## config.mk

```make
export PLATFORM = sky130hd
export DESIGN_NAME = frame_scheduler
export DESIGN_NICKNAME = d
export VERILOG_FILES = /design/src/rtl/frame_pkg.sv /design/src/rtl/channel_hold.sv /design/src/rtl/frame_scheduler.sv
export SDC_FILE = /design/constraint.sdc
export NUM_CORES = 1
export LEC_CHECK = 0
export CAP_MARGIN = 20
export CORE_MARGIN = 5
export CORE_UTILIZATION = 43
export CTS_BUF_LIST = sky130_fd_sc_hd__clkbuf_4 sky130_fd_sc_hd__clkbuf_8
export DETAILED_ROUTE_END_ITERATION = 10
export PLACE_DENSITY_LB_ADDON = 0.1
export SLEW_MARGIN = 0
export SYNTH_ARGS = -nofsm -noshare
export SYNTH_HDL_FRONTEND = slang
export SYNTH_SLANG_ARGS = --single-unit
```

## constraint.sdc

```tcl
create_clock -name clk -period 2.1 [get_ports clk]
set_input_delay 0.315 -clock clk [delete_from_list [all_inputs] [get_ports clk]]
set_output_delay 0.315 -clock clk [all_outputs]
set_load 0.02 [all_outputs]
```

## src/rtl/frame_pkg.sv

```systemverilog
// Shared types and defaults for the frame scheduler: FSM states, header magic,
// default geometry and the frame index width helper.
package frame_pkg;

   typedef enum logic [1:0] {
      IDLE   = 2'd0,
      HEADER = 2'd1,
      DATA   = 2'd2
   } state_t;

   localparam logic [15:0] MAGIC_DEF  = 16'hA5A5;
   localparam int          N_CH_DEF   = 8;
   localparam int          DATA_W_DEF = 32;

   // A single-channel frame would still need a one-bit index.
   function automatic int idx_w(input int n);
      return (n > 1) ? $clog2(n) : 1;
   endfunction

endpackage

```

## src/rtl/channel_hold.sv

```systemverilog
// One channel's latest-sample register and fresh flag. The snapshot output
// bypasses a same-cycle strobe so a frame never misses the newest sample.
module channel_hold #(
   parameter int DATA_W = 32
) (
   input  logic              clk,
   input  logic              rst_ni,
   input  logic              sample_valid,
   input  logic [DATA_W-1:0] sample_data,
   input  logic              snap_clr,
   output logic [DATA_W-1:0] snap_data,
   output logic              fresh
);

   logic [DATA_W-1:0] hold_q;

   // A strobe landing in the snapshot cycle belongs to the frame being taken,
   // so the clear wins over the set.
   always_ff @(posedge clk or negedge rst_ni) begin
      if (!rst_ni) begin
         hold_q <= '0;
         fresh  <= 1'b0;
      end else begin
         if (sample_valid) hold_q <= sample_data;
         if (snap_clr)          fresh <= 1'b0;
         else if (sample_valid) fresh <= 1'b1;
      end
   end

   assign snap_data = sample_valid ? sample_data : hold_q;

endmodule

```

## src/rtl/frame_scheduler.sv

```systemverilog
// Snapshots N_CH channel samples on a trigger and streams a header plus N_CH
// data words over valid/ready, counting completed frames and dropped triggers.
//
// state  | meaning
// IDLE   | waiting for enable_i & trigger_i; snapshot taken on acceptance
// HEADER | presenting {MAGIC, frame count[15:0]}
// DATA   | presenting frame_buf[idx]; last word ends the frame
module frame_scheduler
   import frame_pkg::*;
#(
   parameter int          N_CH   = N_CH_DEF,
   parameter int          DATA_W = DATA_W_DEF,
   parameter logic [15:0] MAGIC  = MAGIC_DEF
) (
   input  logic                   clk,
   input  logic                   rst_ni,
   input  logic                   enable_i,
   input  logic                   trigger_i,
   input  logic [N_CH*DATA_W-1:0] ch_data_i,
   input  logic [N_CH-1:0]        ch_valid_i,
   output logic [DATA_W-1:0]      m_data_o,
   output logic                   m_valid_o,
   output logic                   m_last_o,
   input  logic                   m_ready_i,
   output logic [DATA_W-1:0]      osync_o,
   output logic                   busy_o,
   output logic [15:0]            overrun_cnt_o,
   output logic [N_CH-1:0]        stale_mask_o
);

   localparam int IDX_W = idx_w(N_CH);
   localparam logic [IDX_W-1:0] IDX_LAST = IDX_W'(N_CH - 1);

   state_t            state_q, state_d;
   logic [IDX_W-1:0]  idx_q, idx_d;
   logic [DATA_W-1:0] osync_d, data_d;
   logic              valid_d, last_d;
   logic              accept;
   logic [DATA_W-1:0] snap_data [N_CH];
   logic [DATA_W-1:0] frame_buf [N_CH];
   logic [N_CH-1:0]   fresh;

   assign accept = (state_q == IDLE) && enable_i && trigger_i;

   for (genvar k = 0; k < N_CH; k++) begin : g_ch
      channel_hold #(.DATA_W(DATA_W)) u_hold (
         .clk          (clk),
         .rst_ni       (rst_ni),
         .sample_valid (ch_valid_i[k]),
         .sample_data  (ch_data_i[k*DATA_W +: DATA_W]),
         .snap_clr     (accept),
         .snap_data    (snap_data[k]),
         .fresh        (fresh[k])
      );
   end

   // Next-cycle stream outputs are computed here and registered below, so
   // m_ready_i never reaches m_valid_o combinationally.
   always_comb begin
      state_d = state_q;
      idx_d   = idx_q;
      osync_d = osync_o;
      data_d  = m_data_o;
      valid_d = m_valid_o;
      last_d  = m_last_o;
      case (state_q)
         IDLE: begin
            if (accept) begin
               state_d = HEADER;
               valid_d = 1'b1;
               last_d  = 1'b0;
               data_d  = DATA_W'({MAGIC, osync_o[15:0]});
            end
         end
         HEADER: begin
            if (m_ready_i) begin
               state_d = DATA;
               idx_d   = '0;
               data_d  = frame_buf[0];
               last_d  = 1'b0;
            end
         end
         DATA: begin
            if (m_ready_i) begin
               if (idx_q == IDX_LAST) begin
                  state_d = IDLE;
                  idx_d   = '0;
                  osync_d = osync_o + 1'b1;
                  valid_d = 1'b0;
                  last_d  = 1'b0;
                  data_d  = '0;
               end else begin
                  idx_d  = idx_q + 1'b1;
                  data_d = frame_buf[idx_d];
                  last_d = (idx_d == IDX_LAST);
               end
            end
         end
         default: state_d = IDLE;
      endcase
   end

   always_ff @(posedge clk or negedge rst_ni) begin
      if (!rst_ni) begin
         state_q   <= IDLE;
         idx_q     <= '0;
         osync_o   <= '0;
         m_data_o  <= '0;
         m_valid_o <= 1'b0;
         m_last_o  <= 1'b0;
         busy_o    <= 1'b0;
      end else begin
         state_q   <= state_d;
         idx_q     <= idx_d;
         osync_o   <= osync_d;
         m_data_o  <= data_d;
         m_valid_o <= valid_d;
         m_last_o  <= last_d;
         busy_o    <= (state_d != IDLE);
      end
   end

   always_ff @(posedge clk or negedge rst_ni) begin
      if (!rst_ni) begin
         for (int k = 0; k < N_CH; k++) frame_buf[k] <= '0;
         stale_mask_o  <= '0;
         overrun_cnt_o <= '0;
      end else begin
         if (accept) begin
            for (int k = 0; k < N_CH; k++) frame_buf[k] <= snap_data[k];
            stale_mask_o <= ~(fresh | ch_valid_i);
         end
         if (trigger_i && (state_q != IDLE) && (overrun_cnt_o != 16'hFFFF))
            overrun_cnt_o <= overrun_cnt_o + 16'd1;
      end
   end

endmodule

```

==> results of run 1 <==
sequential cells by signal, summed over array words and instances, names as in the netlist:
name and cells:
g_ch.u_hold.hold_q 256, osync_o 32, m_last_o 1, m_data_o 32, m_valid_o 1, g_ch.u_hold.fresh 8, idx_q 3, overrun_cnt_o 16
frame_buf 256, busy_o 1, state_q 2, stale_mask_o 8
cell families (layout without fill, tap and decap cells):
family                   count (synthesis)  in the layout  share of synthesized area, %
flip-flops                             616            616                         59.44
multiplexers                           635            635                         28.07
AND/OR/NAND/NOR                        162            163                         3.324
AO/OA/AOI/OAI                          177            177                         4.849
adder cells (fa/ha/maj)                 10             10                        0.4825
XOR/XNOR                                43             43                         1.452
buffers and inverters                  122            641                         2.383
other                                    0              6                             0
repair_timing:
item	4_1_cts	5_1_grt
cloned	1	0
endpoints found under the setup margin	77	38
hold buffers	1	0
resized for setup	63	21
pin swaps	1	0
endpoints found under the hold margin	161	0
worst max path at each step:
| stage | to | start | cells past startpoint |
|---|---|---|---|
| 5_1_grt | m_data_o[1] | idx_q[0] | 9 |
| 2_1_floorplan | m_data_o[10] | idx_q[0] | 11 |
| 6_report | m_data_o[1] | idx_q[0] | 9 |
| 3_3_place_gp | m_data_o[29] | idx_q[0] | 7 |
| 3_5_place_dp | m_data_o[16] | idx_q[0] | 7 |
| 4_1_cts | m_data_o[8] | m_data_o[8] | 1 |
cells in the final DEF, fill, tap and decap left out, drive strengths merged, types with 3 or more instances in the layout:
| cell type | instances |
|---|---|
| clkinv | 10 |
| a22oi | 24 |
| a31oi | 4 |
| bufinv | 3 |
| xnor2 | 28 |
| clkbuf | 169 |
| ha | 10 |
| dlymetal6s2s | 5 |
| a41oi | 9 |
| and4 | 8 |
| clkdlybuf4s50 | 300 |
| and2 | 9 |
| o21ai | 31 |
| nand2b | 4 |
| a21oi | 4 |
| o31ai | 8 |
| mux4 | 16 |
| diode | 6 |
| nand2 | 35 |
| and3 | 12 |
| nand3 | 23 |
| dlygate4sd2 | 45 |
| nor2 | 31 |
| dfrtp | 616 |
| a21boi | 18 |
| mux2i | 41 |
| inv | 9 |
| xor2 | 15 |
| nor3 | 10 |
| mux2 | 578 |
| buf | 97 |
| o21a | 8 |
| a211oi | 16 |
| nor2b | 3 |
| a22o | 17 |
| o22ai | 32 |
| nand4 | 19 |
where the power goes:
part,switching [mW],internal [mW]
clock network,4.81,6.73
registers,1.93,15.3
logic,7.03,7.60
per-stage QoR:
step	cell area (µm²)	setup WS (ps)	hold slack, ps
after global placement	31100	-101.0	298.1
final	33530	33.61	77.90
after global routing	33520	-39.60	35.46
after floorplan	25960	0.6763	19.41
after detailed placement	31100	-252.0	304.9
after CTS	33430	0.7802	10.70
layout make-up:
type	count	area [µm²]	share of cell area, %
diodes	6	15.01	0.04478
clock buffers	169	2126	6.340
well taps	782	978.4	2.918
clock inverters	16	163.9	0.4889
flip-flops and latches	616	15420	45.99
inverters	8	30.03	0.08957
repair buffers	448	4710	14.05
multi-input cells	1028	10090	30.08
routing by layer:
metal,part of all wire (%),wire (µm),up-vias
li1,-,-,7320
met1,43,31180,8429
met2,50,35920,433
met3,4.7,3381,95
met4,2.2,1596,4
met5,0.029,21,-
==> results.env, run 1 <==
YS_TOP_CELLS_BY_COUNT='sky130_fd_sc_hd__dfrtp_1 (616), sky130_fd_sc_hd__mux2_2 (575), sky130_fd_sc_hd__buf_2 (65)'
FINAL-INSTANCE-COUNT-EXCL-FILL=3073
CRITICAL_PATH.SLOWEST_CELL='sky130_fd_sc_hd__dfrtp_4'
TIMING.HOLD.WORST_ENDPOINT='stale_mask_o[3]'
WORST_CLOCK_SKEW_PS=19.96
YOSYSMOSTFREQUENTCELL='sky130_fd_sc_hd__dfrtp_1'
TIMING_WORST_SETUP_PATH_TYPE='reg2reg'
LAYOUT-AREA-OVERHEAD-VS-SYNTH_PCT=29.28
MET1_USAGE_GRT_PCT=29.49
WIRELENGTH_UM=72100
GLOBALROUTEOVERFLOWTOTAL=0
NETLIST_AREA_UM2=25930
TNS_PS=0
PWR_DENSITY_CELL_nW_PER_UM2=1296
MIN_PATH_TYPE='in2reg'
POST-LAYOUT-TOTAL-POWER_mW=43.44
FINAL_HOLD_VIOL_COUNT=0
TIGHTESTPINTRANSITION_PS=602.6
HOLD_PATH_STARTPOINT='ch_valid_i[3]'
FINALCRITPERIODSHARE_PCT=98.40
HOLD_PATH_DEPTH=2
DP.FINAL_HPWL_UM=51330
DIEAREA_UM2=65320
LEAKAGEPOWER_nW=14.46
DIE_X_UM=255.6
SYNTH_TOP_AREA_SHARE_PCT=59.44
FLOORPLAN.INITIALDENSITY_PCT=43.21
WORST-R2R-SETUP-SLACK_PS=30
CP_DATA_REQUIRED_TIME_PS=2670
CLOCK_SINK_COUNT=616
FINALCRITICALPERIOD_PS=2066
MAX_STAGE_DELAY_PS=510
MAXSLEWVIOLCOUNT=0
FINALWEIGHTEDCONGESTION=0.8255
FILL_CELLS=4946
SYNTH.AREA.TOP_CELLS='sky130_fd_sc_hd__dfrtp_1 (59%), sky130_fd_sc_hd__mux2_2 (25%), sky130_fd_sc_hd__mux2i_1 (1.6%), sky130_fd_sc_hd__mux4_2 (1.4%), sky130_fd_sc_hd__buf_2 (1.3%)'
OUTCOME='finished clean'
WL_PER_CELL_UM=23.46
WORST-PATH-MAX-FANOUT=12
SYNTH-MAIN-FF-CELL='sky130_fd_sc_hd__dfrtp_1'
CRITICAL_PATH_BUF_INV_COUNT=3
GRT_ANTENNA_BEFORE_REPAIR=8
DRCVIOLATIONCOUNT=0
GLOBAL_ROUTE.PEAK_USAGE_LAYER='met2'
SYNTH-WARNING-COUNT=0
CORE_REGION_AREA_UM2=60020
REG2REG_TO='m_data_o[1]'
GRT_MAX_DEGREE=87
PLACEMENTROWS=90
FMAX_GHz=0.4839
YOSYSSEQAREASHARE_PCT=59.44
DRIVE_ABOVE_1_SHARE_PCT=39.91
SETUP_FIX_BUFFERS_ADDED_AFTER_CLOCK_TREE_SYNTHESIS=0
GRT_FIRST_PASS_WIRELENGTH_UM=111100
LEADING_AREA_CONTRIBUTOR_AFTER_SYNTHESIS='sky130_fd_sc_hd__dfrtp_1'
GROUTE.LAYER.MET2.USAGE_PCT=36.72
VIA_PER_INST=5.298
MAXCAPVIOLCOUNT=0
REGTOREGSTARTPOINT='idx_q[0]'
FINALCOREUTILIZATION_PCT=55.86
PORT_BUFFERS=359
VDD_DROP_MAX_mV=0.6797
SYNTH_ASYNC_SR_FLOP_SHARE_PCT=100.0
POSTSYNTHREGISTERBITS=616
VIAS_POST_DR=16280
SYNTH-EDFF-COUNT=0
HTREEDEPTH=3
GRT.MET3_USAGE_PCT=4.143
AVGSYNTHCELLAREA_UM2=14.69
NUMCTSBUFFERS=103
CP-START-KIND='flop'
DRT_PRE_ANTENNA_ITERS=5
CTS_ROOT_BUF='sky130_fd_sc_hd__clkbuf_8'
DIE_H_UM=255.6
CHAIN_OF_CELLS_FORMING_THE_CRITICAL_PATH='ha_4, ha_4, buf_6, nand2_1, buf_12, buf_12, o22ai_2, a211oi_1, a22o_1'
ANTENNA_LEFT=0
RSZ0062_AT_GRT='yes'
DRTITER0DRC=761
GRT.TOTAL_USAGE_PCT=21.96
TIMING.CRITICAL_PATH.ARRIVAL_PS=2640
CLKSLEWWORSTSETUPHOLDPATHS_PS=60
POSTSYNTHCELLCOUNT=1765
CTS_TREE='yes'
FIRST_GLOBAL_VIAS=17780
CLOCKBUFFERDEPTH=3
MAX-SLEW-MARGIN-REL_PCT=59.83
LAYOUT.NETS=2484
BOUNDARYPINS=360
PLACE.DETAILED.INSTANCES=2880
WORST-R2R-CELL-COUNT=9
CRIT_FAMILY='flip-flops'
POST_SYNTH_NUM_CELL_TYPES=48
SYN_NETS=2044
FINAL-SETUP-VIOL-COUNT=0
CLOCK_LATENCY_PS=690
END_KIND='flop'
No activity file was read; power rests on OpenSTA's default activity.
==> run 2: changes to the inputs <==
--- a/config.mk
+++ b/config.mk
@@ -6,10 +6,13 @@
 export NUM_CORES = 1
 export LEC_CHECK = 0
 export CAP_MARGIN = 20
+export CELL_PAD_IN_SITES_DETAIL_PLACEMENT = 0
+export CELL_PAD_IN_SITES_GLOBAL_PLACEMENT = 2
 export CORE_MARGIN = 5
-export CORE_UTILIZATION = 43
+export CORE_UTILIZATION = 36
 export CTS_BUF_LIST = sky130_fd_sc_hd__clkbuf_4 sky130_fd_sc_hd__clkbuf_8
 export DETAILED_ROUTE_END_ITERATION = 10
+export GPL_ROUTABILITY_DRIVEN = 0
 export PLACE_DENSITY_LB_ADDON = 0.1
 export SLEW_MARGIN = 0
 export SYNTH_ARGS = -nofsm -noshare
==> results.env, run 2 (synthesized netlist as in run 1, its figures left out) <==
FMAX_GHz=0.4847  # was 0.4839 GHz
FINALCOREUTILIZATION_PCT=47.36  # was 55.86%
MAXCAPVIOLCOUNT=0  # unchanged
FINALCRITICALPERIOD_PS=2063  # was 2066 ps
REGISTER_AREA_UM2=15420  # about the same
DIE_X_UM=278.4  # was 255.6 µm
LOGIC_GATE_SHARE_OF_TOTAL_POWER_PCT=34.6  # was 33.7%
GRT_ANTENNA_BEFORE_REPAIR=4  # was 8
FIRST_GLOBAL_VIAS=17810  # was 17780
P_INT_mW=29.62  # was 29.67 mW
DESIGN_AREA_UM2=33850  # was 33530 µm²
DRIVE_ABOVE_1_SHARE_PCT=40.84  # was 39.91%
CHAIN_OF_CELLS_FORMING_THE_CRITICAL_PATH='ha_1, ha_4, buf_12, or2_4, o22ai_1, o21ai_0, a22o_1'  # was ha_4, ha_4, buf_6, nand2_1, buf_12, buf_12, o22ai_2, a211oi_1, a22o_1
DIEAREA_UM2=77510  # was 65320 µm²
CLOCK_LATENCY_PS=690  # about the same
NUMCTSBUFFERS=107  # was 103
GLOBALROUTEOVERFLOWTOTAL=0  # unchanged
DIE_H_UM=278.4  # was 255.6 µm
GRT_FIRST_PASS_WIRELENGTH_UM=115400  # was 111100 µm
MIN_PATH_TYPE='in2async'  # was in2reg
CP-STARTPOINT='idx_q[0]'  # unchanged
LAYOUT.CELLS.MOST_COMMON='sky130_fd_sc_hd__dfrtp_1'  # unchanged
MAX-SLEW-MARGIN-REL_PCT=66.17  # was 59.83%
VDD_DROP_MAX_mV=0.4664  # was 0.6797 mV
FLOORPLAN.INITIALDENSITY_PCT=36.28  # was 43.21%
HTREEDEPTH=3  # unchanged
FILL_CELLS=6463  # was 4946
PORT_BUFFERS=359  # unchanged
OUTCOME='finished clean'  # unchanged
LEAKAGEPOWER_nW=14.68  # was 14.46 nW
CLKSLEWWORSTSETUPHOLDPATHS_PS=60  # about the same
DPL_CELL_AREA_UM2=31290  # was 31100 µm²
PLACEMENTROWS=98  # was 90
CLKPWRFRAC_PCT=26.1  # was 26.6%
P_SWITCHING_mW=14.43  # was 13.77 mW
LAYOUT.NETS=2498  # was 2484
CP-START-KIND='flop'  # unchanged
VIAS_POST_DR=16230  # was 16280
WL_PER_CELL_UM=23.80  # was 23.46 µm
LAYOUT-AREA-OVERHEAD-VS-SYNTH_PCT=30.54  # was 29.28%
MAX_STAGE_DELAY_PS=470  # was 510 ps
PWR_DENSITY_CELL_nW_PER_UM2=1301  # was 1296 nW/µm²
ANTENNA_LEFT=0  # unchanged
CTS_TREE='yes'  # unchanged
RSZ0062_AT_GRT='yes'  # unchanged
REGTOREGSTARTPOINT='idx_q[0]'  # unchanged
CORE_REGION_AREA_UM2=71490  # was 60020 µm²
WORST_CLOCK_SKEW_PS=15.21  # was 19.96 ps
CP_DATA_REQUIRED_TIME_PS=2680  # was 2670 ps
CRIT_FAMILY='compound AO/OA/AOI/OAI gates'  # was flip-flops
TOP_REGS='frame_buf: 256 flops, g_ch.u_hold.hold_q: 256 flops'  # unchanged
CLOCK_SINK_COUNT=616  # unchanged
GRT.TOTAL_USAGE_PCT=19.59  # was 21.96%
DRCVIOLATIONCOUNT=0  # unchanged
FLOP_PWR_SHARE_PCT=39.3  # was 39.7%
FINALCRITPERIODSHARE_PCT=98.24  # was 98.40%
BOUNDARYPINS=360  # unchanged
DP.FINAL_HPWL_UM=54950  # was 51330 µm
CTS_ROOT_BUF='sky130_fd_sc_hd__clkbuf_8'  # unchanged
GRT_MAX_DEGREE=67  # was 87
FINAL_HOLD_VIOL_COUNT=0  # unchanged
CRITICAL_PATH.SLOWEST_CELL='sky130_fd_sc_hd__dfrtp_4'  # unchanged
CLOCKBUFFERDEPTH=3  # unchanged
VIA_PER_INST=4.987  # was 5.298
AREA_USED_BY_MULTI_INPUT_COMBINATIONAL_LOGIC_UM2=10170  # was 10090 µm²
SWITCHING_SHARE_PCT=32.76  # was 31.71%
TIMING.CRITICAL_PATH.ARRIVAL_PS=2640  # about the same
FINAL-SETUP-VIOL-COUNT=0  # unchanged
TIMING_WORST_SETUP_PATH_TYPE='reg2reg'  # unchanged
FINAL_CELL_MIX='sky130_fd_sc_hd__dfrtp_1 (614), sky130_fd_sc_hd__mux2_2 (575), sky130_fd_sc_hd__clkdlybuf4s50_1 (271)'  # was sky130_fd_sc_hd__dfrtp_1 (615), sky130_fd_sc_hd__mux2_2 (575), sky130_fd_sc_hd__clkdlybuf4s50_1 (300)
TIGHTESTPINTRANSITION_PS=507.4  # was 602.6 ps
WIRELENGTH_UM=77470  # was 72100 µm
DRTITER0DRC=785  # was 761
MAXSLEWVIOLCOUNT=0  # unchanged
CRITICAL_PATH_BUF_INV_COUNT=1  # was 3
WORST-PATH-MAX-FANOUT=9  # was 12
DRT_PRE_ANTENNA_ITERS=5  # unchanged
END_KIND='flop'  # unchanged
-- run 2: cell count changes in the layout (fill, tap and decap cells not counted), sizes merged --
cell and delta:
inv +4, clkdlybuf4s50 -29, clkinv +5, bufinv -3, dlygate4sd3 +1, buf +8, dlygate4sd2 +29, clkbuf +4
diode -5
-- run 2: final cells by class --
cell class                      count  share of cell area (%)
Antenna cell                        1                0.007392
Clock buffer                      172                   6.346
Clock inverter                     22                  0.4250
Inverter                            8                 0.08870
Multi-Input combinational cell   1028                   30.04
Sequential cell                   616                   45.55
Tap cell                          950                   3.511
Timing Repair Buffer              458                   14.04
-- run 2: repair_timing --
item,4_1_cts,5_1_grt
gates resized for setup,83,46
setup buffers,0,6
pin swaps,1,6
cloned,1,1
setup endpoints to repair,106,50
hold buffers,2,0
endpoints found under the hold margin,512,0
-- run 2: worst paths after layout --
| kind | end | slack (ps) | depth (start not counted) |
|---|---|---|---|
| worst max-delay path | m_data_o[1] | 40 | 7 |
| worst min-delay path | g_ch[3].u_hold.hold_q[6] | 110 | 2 |
| worst max register to register | m_data_o[1] | 40 | 7 |
| worst min register to register | stale_mask_o[4] | 460 | 1 |
| max in group asynchronous | frame_buf[182] | 1130 | 3 |
| min in group clk | stale_mask_o[3] | 150 | 3 |
-- run 2: per-stage QoR --
stage               worst slack [ps]  total power [mW]  hold slack [ps]  setup TNS, ps  cells
global placement              -235.3             32.12            264.6          -3245   3050
CTS                           0.8089             44.00            65.09              0   3247
floorplan                     0.6763             25.79            19.41              0   1765
finish                         36.99             44.05            112.9              0   3255
detailed placement            -297.8             32.23            259.4          -4866   3050
global route                  -18.60             46.48            97.85         -90.02   3255
-- run 2: layer usage --
layer | vias to the layer above | track usage, % | routed length [µm]
li1 | 7347 | - | -
met1 | 8382 | 26.19 | 33980
met2 | 390 | 32.42 | 37340
met3 | 113 | 4.161 | 4010
met4 | 0 | 5.680 | 2140
met5 | - | 0 | 0
-- run 2: power groups by stage --
stage | clock network, mW | registers [mW] | logic, mW
final | 11.5 | 17.3 | 15.2
after global routing | 12.4 | 17.7 | 16.3
after CTS | 11.9 | 17.3 | 14.7
after detailed placement | 0 | 17.5 | 14.7
after global placement | 0 | 17.5 | 14.6
after floorplan | 0 | 17.1 | 8.74
